<file path="src/rtl/bf16_pkg.sv">
// bf16_pkg: shared definitions for the BF16 arithmetic blocks.
//   - format widths and exponent bias
//   - canonical NaN / infinity encodings
//   - packed sign/exponent/mantissa view and operand class decode
package bf16_pkg;

   localparam int EXP_W = 8;
   localparam int MAN_W = 7;
   localparam int BIAS  = 127;

   localparam logic [15:0] QNAN = 16'h7FC0;
   localparam logic [15:0] PINF = 16'h7F80;
   localparam logic [15:0] NINF = 16'hFF80;

   typedef struct packed {
      logic             sign;
      logic [EXP_W-1:0] exp;
      logic [MAN_W-1:0] man;
   } bf16_t;

   typedef enum logic [2:0] {
      CLS_ZERO,
      CLS_NORM,
      CLS_INF,
      CLS_QNAN,
      CLS_SNAN
   } bf16_class_t;

   // Subnormals decode as zero: the datapath flushes denormal inputs.
   function automatic bf16_class_t bf16_classify(input logic [EXP_W-1:0] exp,
                                                 input logic [MAN_W-1:0] man);
      bf16_class_t cls;
      if (exp == '0)
         cls = CLS_ZERO;
      else if (exp != '1)
         cls = CLS_NORM;
      else if (man == '0)
         cls = CLS_INF;
      else if (man[MAN_W-1])
         cls = CLS_QNAN;
      else
         cls = CLS_SNAN;
      return cls;
   endfunction

endpackage

</file>
<file path="src/rtl/bf16_lzc.sv">
// bf16_lzc: leading-zero count over the 11-bit normalise field
// (hidden bit, 7 mantissa bits, guard, round, sticky).
//   val   : field to examine
//   count : number of zeros above the most significant one (11 when val==0)
module bf16_lzc (
   input  logic [10:0] val,
   output logic [3:0]  count
);

   // Ascending scan: the last hit is the highest set bit.
   always_comb begin
      count = 4'd11;
      for (int i = 0; i < 11; i++) begin
         if (val[i])
            count = 4'(10 - i);
      end
   end

endmodule

</file>
<file path="src/rtl/bf16_adder_pipe.sv">
// bf16_adder_pipe: bfloat16 adder, combinational add with one output register.
//   clk          : rising-edge clock
//   rst          : asynchronous active-high reset, clears result and flags
//   num1, num2   : BF16 operands
//   result       : registered BF16 sum (round to nearest even, DAZ/FTZ)
//   zero         : result is +0 / -0
//   underflow    : nonzero exact sum flushed to zero
//   overflow     : finite operands rounded to infinity
//   qNaN         : quiet NaN input or inf - inf
//   sNaN         : signalling NaN input
//   positive_inf : result is +inf
//   negative_inf : result is -inf
module bf16_adder_pipe
   import bf16_pkg::*;
(
   input  logic        clk,
   input  logic        rst,
   input  logic [15:0] num1,
   input  logic [15:0] num2,
   output logic [15:0] result,
   output logic        zero,
   output logic        underflow,
   output logic        overflow,
   output logic        qNaN,
   output logic        sNaN,
   output logic        positive_inf,
   output logic        negative_inf
);

   localparam logic signed [9:0] EXP_INF = 10'(2 * BIAS + 1);

   bf16_t       a, b;
   bf16_class_t ca, cb;

   logic              big_sign;
   logic [7:0]        big_exp, small_exp;
   logic [6:0]        big_man, small_man;
   logic [7:0]        d;
   logic [10:0]       ma, mb_full, mb_sh, mb_mask, mb_al;
   logic              eff_sub;
   logic [11:0]       sum;
   logic [3:0]        lz;
   logic [10:0]       norm;
   logic signed [9:0] exp_n, exp_r;
   logic              round_up;
   logic [8:0]        rnd;
   logic [6:0]        man_r;

   logic [15:0] n_result;
   logic        n_zero, n_underflow, n_overflow, n_qnan, n_snan, n_pinf, n_ninf;

   assign a  = num1;
   assign b  = num2;
   assign ca = bf16_classify(a.exp, a.man);
   assign cb = bf16_classify(b.exp, b.man);

   // Order by magnitude, then align the smaller operand with G/R/S bits.
   always_comb begin
      if ({b.exp, b.man} > {a.exp, a.man}) begin
         big_sign  = b.sign;
         big_exp   = b.exp;
         big_man   = b.man;
         small_exp = a.exp;
         small_man = a.man;
      end else begin
         big_sign  = a.sign;
         big_exp   = a.exp;
         big_man   = a.man;
         small_exp = b.exp;
         small_man = b.man;
      end
      d       = big_exp - small_exp;
      ma      = {1'b1, big_man, 3'b000};
      mb_full = {1'b1, small_man, 3'b000};
      mb_sh   = mb_full >> d;
      mb_mask = (11'd1 << d) - 11'd1;
      // Beyond 10 places every bit has left the field; only sticky survives.
      if (d > 8'd10)
         mb_al = 11'd1;
      else
         mb_al = mb_sh | {10'd0, |(mb_full & mb_mask)};
      eff_sub = a.sign ^ b.sign;
      if (eff_sub)
         sum = {1'b0, ma} - {1'b0, mb_al};
      else
         sum = {1'b0, ma} + {1'b0, mb_al};
   end

   bf16_lzc u_lzc (
      .val   (sum[10:0]),
      .count (lz)
   );

   // Normalise, then round to nearest even on the G/R/S tail.
   always_comb begin
      if (!eff_sub && sum[11]) begin
         norm  = {sum[11:2], sum[1] | sum[0]};
         exp_n = $signed({2'b00, big_exp}) + 10'sd1;
      end else begin
         norm  = sum[10:0] << lz;
         exp_n = $signed({2'b00, big_exp}) - $signed({6'd0, lz});
      end
      round_up = norm[2] & (norm[1] | norm[0] | norm[3]);
      rnd      = {1'b0, norm[10:3]} + {8'd0, round_up};
      exp_r    = exp_n + $signed({9'd0, rnd[8]});
      man_r    = rnd[8] ? rnd[7:1] : rnd[6:0];
   end

   always_comb begin
      n_result    = {big_sign, exp_r[7:0], man_r};
      n_zero      = 1'b0;
      n_underflow = 1'b0;
      n_overflow  = 1'b0;
      n_qnan      = 1'b0;
      n_snan      = 1'b0;
      n_pinf      = 1'b0;
      n_ninf      = 1'b0;
      if (ca == CLS_SNAN || cb == CLS_SNAN) begin
         n_result = QNAN;
         n_snan   = 1'b1;
      end else if (ca == CLS_QNAN || cb == CLS_QNAN ||
                   (ca == CLS_INF && cb == CLS_INF && eff_sub)) begin
         n_result = QNAN;
         n_qnan   = 1'b1;
      end else if (ca == CLS_INF) begin
         n_result = a.sign ? NINF : PINF;
         n_pinf   = ~a.sign;
         n_ninf   = a.sign;
      end else if (cb == CLS_INF) begin
         n_result = b.sign ? NINF : PINF;
         n_pinf   = ~b.sign;
         n_ninf   = b.sign;
      end else if (ca == CLS_ZERO && cb == CLS_ZERO) begin
         n_result = {a.sign & b.sign, 15'd0};
         n_zero   = 1'b1;
      end else if (ca == CLS_ZERO) begin
         n_result = num2;
      end else if (cb == CLS_ZERO) begin
         n_result = num1;
      end else if (sum == 12'd0) begin
         n_result = 16'h0000;
         n_zero   = 1'b1;
      end else if (exp_r >= EXP_INF) begin
         n_result   = big_sign ? NINF : PINF;
         n_overflow = 1'b1;
         n_pinf     = ~big_sign;
         n_ninf     = big_sign;
      end else if (exp_r <= 10'sd0) begin
         n_result    = {big_sign, 15'd0};
         n_underflow = 1'b1;
         n_zero      = 1'b1;
      end
   end

   always_ff @(posedge clk or posedge rst) begin
      if (rst) begin
         result       <= 16'h0000;
         zero         <= 1'b0;
         underflow    <= 1'b0;
         overflow     <= 1'b0;
         qNaN         <= 1'b0;
         sNaN         <= 1'b0;
         positive_inf <= 1'b0;
         negative_inf <= 1'b0;
      end else begin
         result       <= n_result;
         zero         <= n_zero;
         underflow    <= n_underflow;
         overflow     <= n_overflow;
         qNaN         <= n_qnan;
         sNaN         <= n_snan;
         positive_inf <= n_pinf;
         negative_inf <= n_ninf;
      end
   end

endmodule

</file>
<file path="config.mk">
export PLATFORM = sky130hd
export DESIGN_NAME = bf16_adder_pipe
export DESIGN_NICKNAME = d
export VERILOG_FILES = /design/src/rtl/bf16_pkg.sv /design/src/rtl/bf16_lzc.sv /design/src/rtl/bf16_adder_pipe.sv
export SDC_FILE = /design/constraint.sdc
export NUM_CORES = 1
export LEC_CHECK = 0
export ABC_AREA = 1
export BUFFER_PORTS_ARGS = -buffer_cell sky130_fd_sc_hd__buf_4
export CAP_MARGIN = 20
export CORE_MARGIN = 4
export CORE_UTILIZATION = 55
export DETAILED_ROUTE_END_ITERATION = 16
export GPL_ROUTABILITY_DRIVEN = 0
export GPL_TIMING_DRIVEN = 0
export MAX_ROUTING_LAYER = met4
export PLACE_DENSITY_LB_ADDON = 0.2
export SYNTH_ARGS = -nofsm -noshare
export SYNTH_HDL_FRONTEND = slang
export SYNTH_HIERARCHICAL = 1
export SYNTH_SLANG_ARGS = --single-unit
</file>
<file path="constraint.sdc">
create_clock -name clk -period 0.8 [get_ports clk]
set_input_delay 0.16 -clock clk [delete_from_list [all_inputs] [get_ports clk]]
set_output_delay 0.16 -clock clk [all_outputs]
set_load 0.005 [all_outputs]
</file>
# Yosys cells after proc, flatten, opt, wreduce, memory -nomap -nowiden
# Cells that the tools add are included.
[classes] shift=3 eq_ne=8 n_reduce_logical=16 order_cmp=4 add_sub_neg=8 bitwise_logic=11 mux=90
[ops] cell="two-way mux 16 bit" n=12
[ops] cell="two-way mux 1 bit" n=50
[ops] cell="two-way mux 4 bit" n=8
[ops] cell="two-way mux 3 bit" n=8
[ops] cell="two-way mux 11 bit" n=2
[ops] cell="two-way mux 7 bit" n=3
[ops] cell="zero test 8 bit" n=2
[ops] cell="two-way mux 8 bit" n=2
[ops] cell="inequality test 8 bit (second input constant)" n=2
[ops] cell="> comparator 15 bit" n=1
[ops] cell="two-way mux 15 bit" n=1
[ops] cell="zero test 7 bit" n=2
[ops] cell="adder 11 x 11 -> 12 bit" n=1
[ops] cell="equality test 3 x 2 -> 1 bit (second input constant)" n=4
[ops] cell="zero test 12 bit" n=1
[ops] cell="two-way mux 12 bit" n=1
[ops] cell="subtractor 11 x 11 -> 12 bit" n=1
[ops] cell="bitwise AND 11 bit" n=1
[ops] cell="OR 11 x 1 -> 11 bit" n=1
[ops] cell="OR reduction 11 bit" n=1
[ops] cell="left shift 1 x 8 -> 11 bit (first input constant)" n=1
[ops] cell="left shift 11 x 4 -> 11 bit" n=1
[ops] cell=">> shifter 11 x 8 -> 11 bit" n=1
[ops] cell="subtractor 11 x 1 -> 11 bit (second input constant)" n=1
[ops] cell="19 further kinds" n=32
[word_totals] register_bits=23 out_inout_bits=23 input_bits=34 word_cells=148

# Depth between registers and ports, before layout
[depth] word_depth=40 ltp_mapped=76 depth_no_buf=75

# Modules after synthesis
# Netlist, hierarchy kept.
[by_module_without_submodules] module="bf16_adder_pipe" cells_per_inst=962 instances=1 seq_area_each_um2=575.6 area_each_um2=5569.1
[by_module_without_submodules] module="bf16_lzc" cells_per_inst=28 instances=1 seq_area_each_um2=0.0 area_each_um2=133.9

# Worst setup path before layout
# No wires, ideal clock.
[synth_timing] path_kind="input-to-reg" start="input port num1[12]" end="register result[6]" n_path_buf=3 path_slack_ns=-7.049 setup_ns=0.124 cell_stages=71 t_arrival_ns=7.724 required_ns=0.676 path_cell_list="inv_1 -> ha_1 -> nand2_1 -> nor2_2 -> nand2_1 -> nor2_1 -> nand2_1 -> nand2_4 -> nand2_2 -> nand2_1 -> nand3_1 -> ha_1 -> inv_1 -> nand2_1 -> nand2_1 -> nand4_1 -> nand2_1 -> nand2_2 -> (+35 left out) -> nor2_4 -> ha_1 -> ha_1 -> nand2_2 -> nor2_4 -> nand3_2 -> xor2_1 -> inv_1 -> nor3_1 -> a31oi_4 -> nand3_2 -> nor2_4 -> nand2_1 -> nor2_1 -> nand2_1 -> nand2_1 -> nand2_1 -> nand2_1"
[synth_lines] item="from (decl)" line_no="bf16_adder_pipe.sv:18" text="input logic [15:0] num1,"
[synth_lines] item="> comparator 15 bit" line_no="bf16_adder_pipe.sv:59" text="if ({b.exp, b.man} > {a.exp, a.man}) begin"
[synth_lines] item="two-way mux 8 bit" line_no="bf16_adder_pipe.sv:59"
[synth_lines] item="subtractor 8 bit" line_no="bf16_adder_pipe.sv:72" text="d = big_exp - small_exp;"
[synth_lines] item="left shift 1 x 8 -> 11 bit" line_no="bf16_adder_pipe.sv:76" text="mb_mask = (11'd1 << d) - 11'd1;"
[synth_lines] item="subtractor 11 x 1 -> 11 bit" line_no="bf16_adder_pipe.sv:76"
[synth_lines] item="bitwise AND 11 bit" line_no="bf16_adder_pipe.sv:81" text="mb_al = mb_sh | {10'd0, |(mb_full & mb_mask)};"
[synth_lines] item="OR reduction 11 bit" line_no="bf16_adder_pipe.sv:81"
[synth_lines] item="OR 11 x 1 -> 11 bit" line_no="bf16_adder_pipe.sv:81"
[synth_lines] item="(+3 left out)"
[synth_lines] item="net sum[10]" line_no="bf16_adder_pipe.sv:41" text="logic [11:0] sum;"
[synth_lines] item="(+1 left out)"
[synth_lines] item="net lz[1]" line_no="bf16_adder_pipe.sv:42" text="logic [3:0] lz;"
[synth_lines] item="(+11 left out)"
[synth_lines] item="two-way mux 16 bit (*)" line_no="bf16_adder_pipe.sv:138" text="end else if (cb == CLS_ZERO) begin"
[synth_lines] item="two-way mux 16 bit (*)" line_no="bf16_adder_pipe.sv:136" text="end else if (ca == CLS_ZERO) begin"
[synth_lines] item="two-way mux 16 bit (*)" line_no="bf16_adder_pipe.sv:133" text="end else if (ca == CLS_ZERO && cb == CLS_ZERO) begin"
[synth_lines] item="two-way mux 16 bit (*)" line_no="bf16_adder_pipe.sv:129" text="end else if (cb == CLS_INF) begin"
[synth_lines] item="two-way mux 16 bit (*)" line_no="bf16_adder_pipe.sv:125" text="end else if (ca == CLS_INF) begin"
[synth_lines] item="two-way mux 16 bit (*)" line_no="bf16_adder_pipe.sv:121" text="end else if (ca == CLS_QNAN || cb == CLS_QNAN ||"
[synth_lines] item="two-way mux 16 bit (*)" line_no="bf16_adder_pipe.sv:118" text="if (ca == CLS_SNAN || cb == CLS_SNAN) begin"
[synth_lines] item="net n_result[6]" line_no="bf16_adder_pipe.sv:49" text="logic [15:0] n_result;"
[synth_lines] item="to (signal assigned)" line_no="bf16_adder_pipe.sv:166" text="result <= n_result;"
[synth_lines] item="to (decl)" line_no="bf16_adder_pipe.sv:20" text="output logic [15:0] result,"
# Mark *: on every way through the listed nets, which the timed path passes. The rest lies on a longest branch.

# Worst setup path in the final report
[layout_timing] start="input port num1[7]" end="register result[6]"
# Same word-level chain as after synthesis.

==> flow_metrics.tcl <==
set metrics [dict create \
    cts_buffers 3 \
    synthArstFlopShare_pct 100 \
    hold_path.class "input port to async pin" \
    grt_max_degree 24 \
    crit_slowest_cell "ha_1" \
    ys_seq_elements 23 \
    drt_iter0_markers 1348 \
    holdBufCountCts 0 \
    cp_max_fo 8 \
    seqCellArea_um2 576 \
    drc_errors 0 \
    final_area_um2 8580 \
    critPathKind "input port to flop" \
    syn_nets 1066 \
    synth_cell_types 56 \
    nets 1223 \
    placed_area_um2 6670 \
    path_delay_family "simple AND/OR/NAND/NOR gates" \
    period_share_pct 1060 \
    vias_per_cell 6.55 \
    p_leak_nw 4.30 \
    track_usage_pct 34.9 \
    start_kind "input port" \
    power_density_nw_per_um2 1730 \
    multi_input_area_um2 5550 \
    hold_violations 23 \
    timing.final.ws_setup_ns -7.70 \
    synth-seq-area-share_pct 10.1 \
    io_pins 57 \
    placementRows 36 \
    path_buf_inv 17 \
    area_delta_synth_final_pct 50.4 \
    dp_slack_ns -7.90 \
    max_stage_delay_ns 0.39 \
    clockBufferDepth 2 \
    crit_path_end_kind "flop" \
    wl_per_cell_um 20.2 \
    die_y_um 110 \
    yosys_warnings 6 \
    core_um2 9950 \
    worst_slew_pin_slew_ns 1.14 \
    vias 8372 \
    rsz0062_at_grt "yes" \
    clk_pin_slew_ns 0.10 \
    worst_ep_arrival_time_ns 8.70 \
    die_area_um2 12100 \
    status "finished, violations left" \
    hpwlAfterDp_um 14400 \
    cap_violations 0 \
    clock_sinks 23 \
    ant_nets 0 \
    synthFlopType "dfrtp_1" \
    slew_headroom_pct 23.5 \
    period_minus_slack_ns 8.50 \
    crit_required_ns 1.01 \
    max-vdd-ir-drop_v 0.00120 \
    syn_avg_cell_area_um2 5.76 \
    die_w_um 110 \
    antenna_found_initial 0 \
    max_freq_mhz 118 \
    synth_area_um2 5700 \
    root_buffer "clkbuf_8" \
    whs_ns -0.0924 \
    maxSlewViolCount 0 \
    setup_viol 46 \
    violations "negative hold slack, negative setup slack" \
    grt_pass1_vias 7024 \
    start_util_pct 57.3 \
    htree_num_levels 1 \
    fillCellCount 491 \
    wl_um 25800 \
    grt_pass1_wl_um 33200 \
    synth_edf_count 0 \
    drive_gt1_share_pct 40.3 \
    antennaDiodeCount 0 \
    overflow 0 \
    dr.pass1.iters 9 \
    portBuffers 56 \
    syn_inst 990 \
    cts_tree "yes" \
]
==> state kept, by name (all words and copies together) (netlist names) <==
name,count
negative_inf,1
overflow,1
positive_inf,1
qNaN,1
result,16
sNaN,1
underflow,1
zero,1
==> cells by family after synthesis <==
logic type | after synthesis | synth area share (%)
compound gates | 156 | 16.4
buf+inv | 179 | 12.7
xor+xnor | 22 | 3.51
fa+ha+maj | 42 | 9.48
flops | 23 | 10.1
simple gates | 568 | 47.8
==> layout make-up <==
type	instances	share of cell area, %
multi-input cells	788	64.6
repair buffers	152	16.2
inverters	156	8.08
flip-flops and latches	23	6.71
well taps	133	1.94
plain buffers	23	1.87
clock buffers	3	0.481
clock inverters	1	0.0583
==> path summary, 6_finish.rpt <==
kind,from,endpoint,slack (ns),cells past startpoint
setup / recovery,num1[7],result[6]$_DFF_PP0_,-7.70,65
hold / removal,rst,underflow$_DFF_PP0_,-0.09,2
max in group asynchronous,rst,qNaN$_DFF_PP0_,0.57,2
min in group clk,num2[14],result[14]$_DFF_PP0_,0.12,3
==> power breakdown <==
| group | total [mW] | switching, mW | internal [mW] |
|---|---|---|---|
| sequential | 1.72 | 0.201 | 1.52 |
| combinational | 12.3 | 7.29 | 5.03 |
| clock | 0.808 | 0.458 | 0.350 |
==> per-stage QoR <==
stage	std cells	util, %	TNS [ns]	power, mW
CTS	1239	79.0	-137.52	12.6
finish	1279	86.2	-157.27	14.8
detailed placement	1179	67.0	-163.87	10.2
global route	1279	86.2	-164.30	15.6
global placement	1179	67.0	-163.19	10.1
floorplan	990	-	-131.17	7.88
==> layer usage <==
metal	global-route usage [%]	share of wire, %	vias up
li1	-	-	3568
met1	44.4	36	3770
met2	58.7	45	799
met3	2.64	12	235
met4	11.2	6.9	0
met5	-	0	-
==> cells in the mapped netlist, types with 4 or more instances <==
library cell	number	share of area, %
nand2_1	272	18
inv_1	146	9.6
nand3_1	93	8.2
nor2_1	76	5.0
o21ai_0	59	5.2
a21oi_1	44	3.9
ha_1	40	8.8
nand4_1	31	3.4
nand2_2	27	3.0
dfrtp_1	23	10
nand3_2	14	2.5
nor3_1	14	1.2
xor2_1	14	2.2
clkbuf_1	11	0.72
o21ai_1	11	0.97
nand2_4	9	1.8
buf_2	7	0.61
nor2_2	7	0.77
nor2_4	7	1.4
nor4_1	7	0.77
o221ai_1	7	1.1
xnor2_1	7	1.1
o211ai_1	5	0.66
o21ai_2	5	0.77
a31oi_1	4	0.44
clkinv_1	4	0.26
inv_2	4	0.26
==> repair_timing <==
action | CTS | global route
gates resized for setup | 174 | 114
hold endpoints to repair | 0 | 23
pin swaps | 83 | 88
endpoints found under the setup margin | 46 | 69
cloned | 1 | 0
setup buffers | 55 | 40
==> placed cells by master (no fill, tap or decap), types with 5 or more instances in the layout <==
cell / count
nand2_1: 233
buf_4: 106
inv_1: 104
nand3_1: 70
nor2_1: 55
nand2_2: 50
buf_6: 42
o21ai_0: 39
nand4_1: 31
inv_2: 30
nand3_2: 29
a21oi_1: 27
nand2_4: 25
o21ai_1: 25
dfrtp_1: 23
ha_4: 21
nor2_4: 19
ha_1: 17
a21oi_2: 16
nor2_2: 16
o21ai_2: 11
nand3_4: 10
xor2_1: 9
clkbuf_1: 8
inv_4: 7
buf_8: 7
nor3_4: 6
o221ai_1: 6
o211ai_1: 5
nor3_1: 5
xnor2_1: 5
Power figures use the tool's default switching activity.
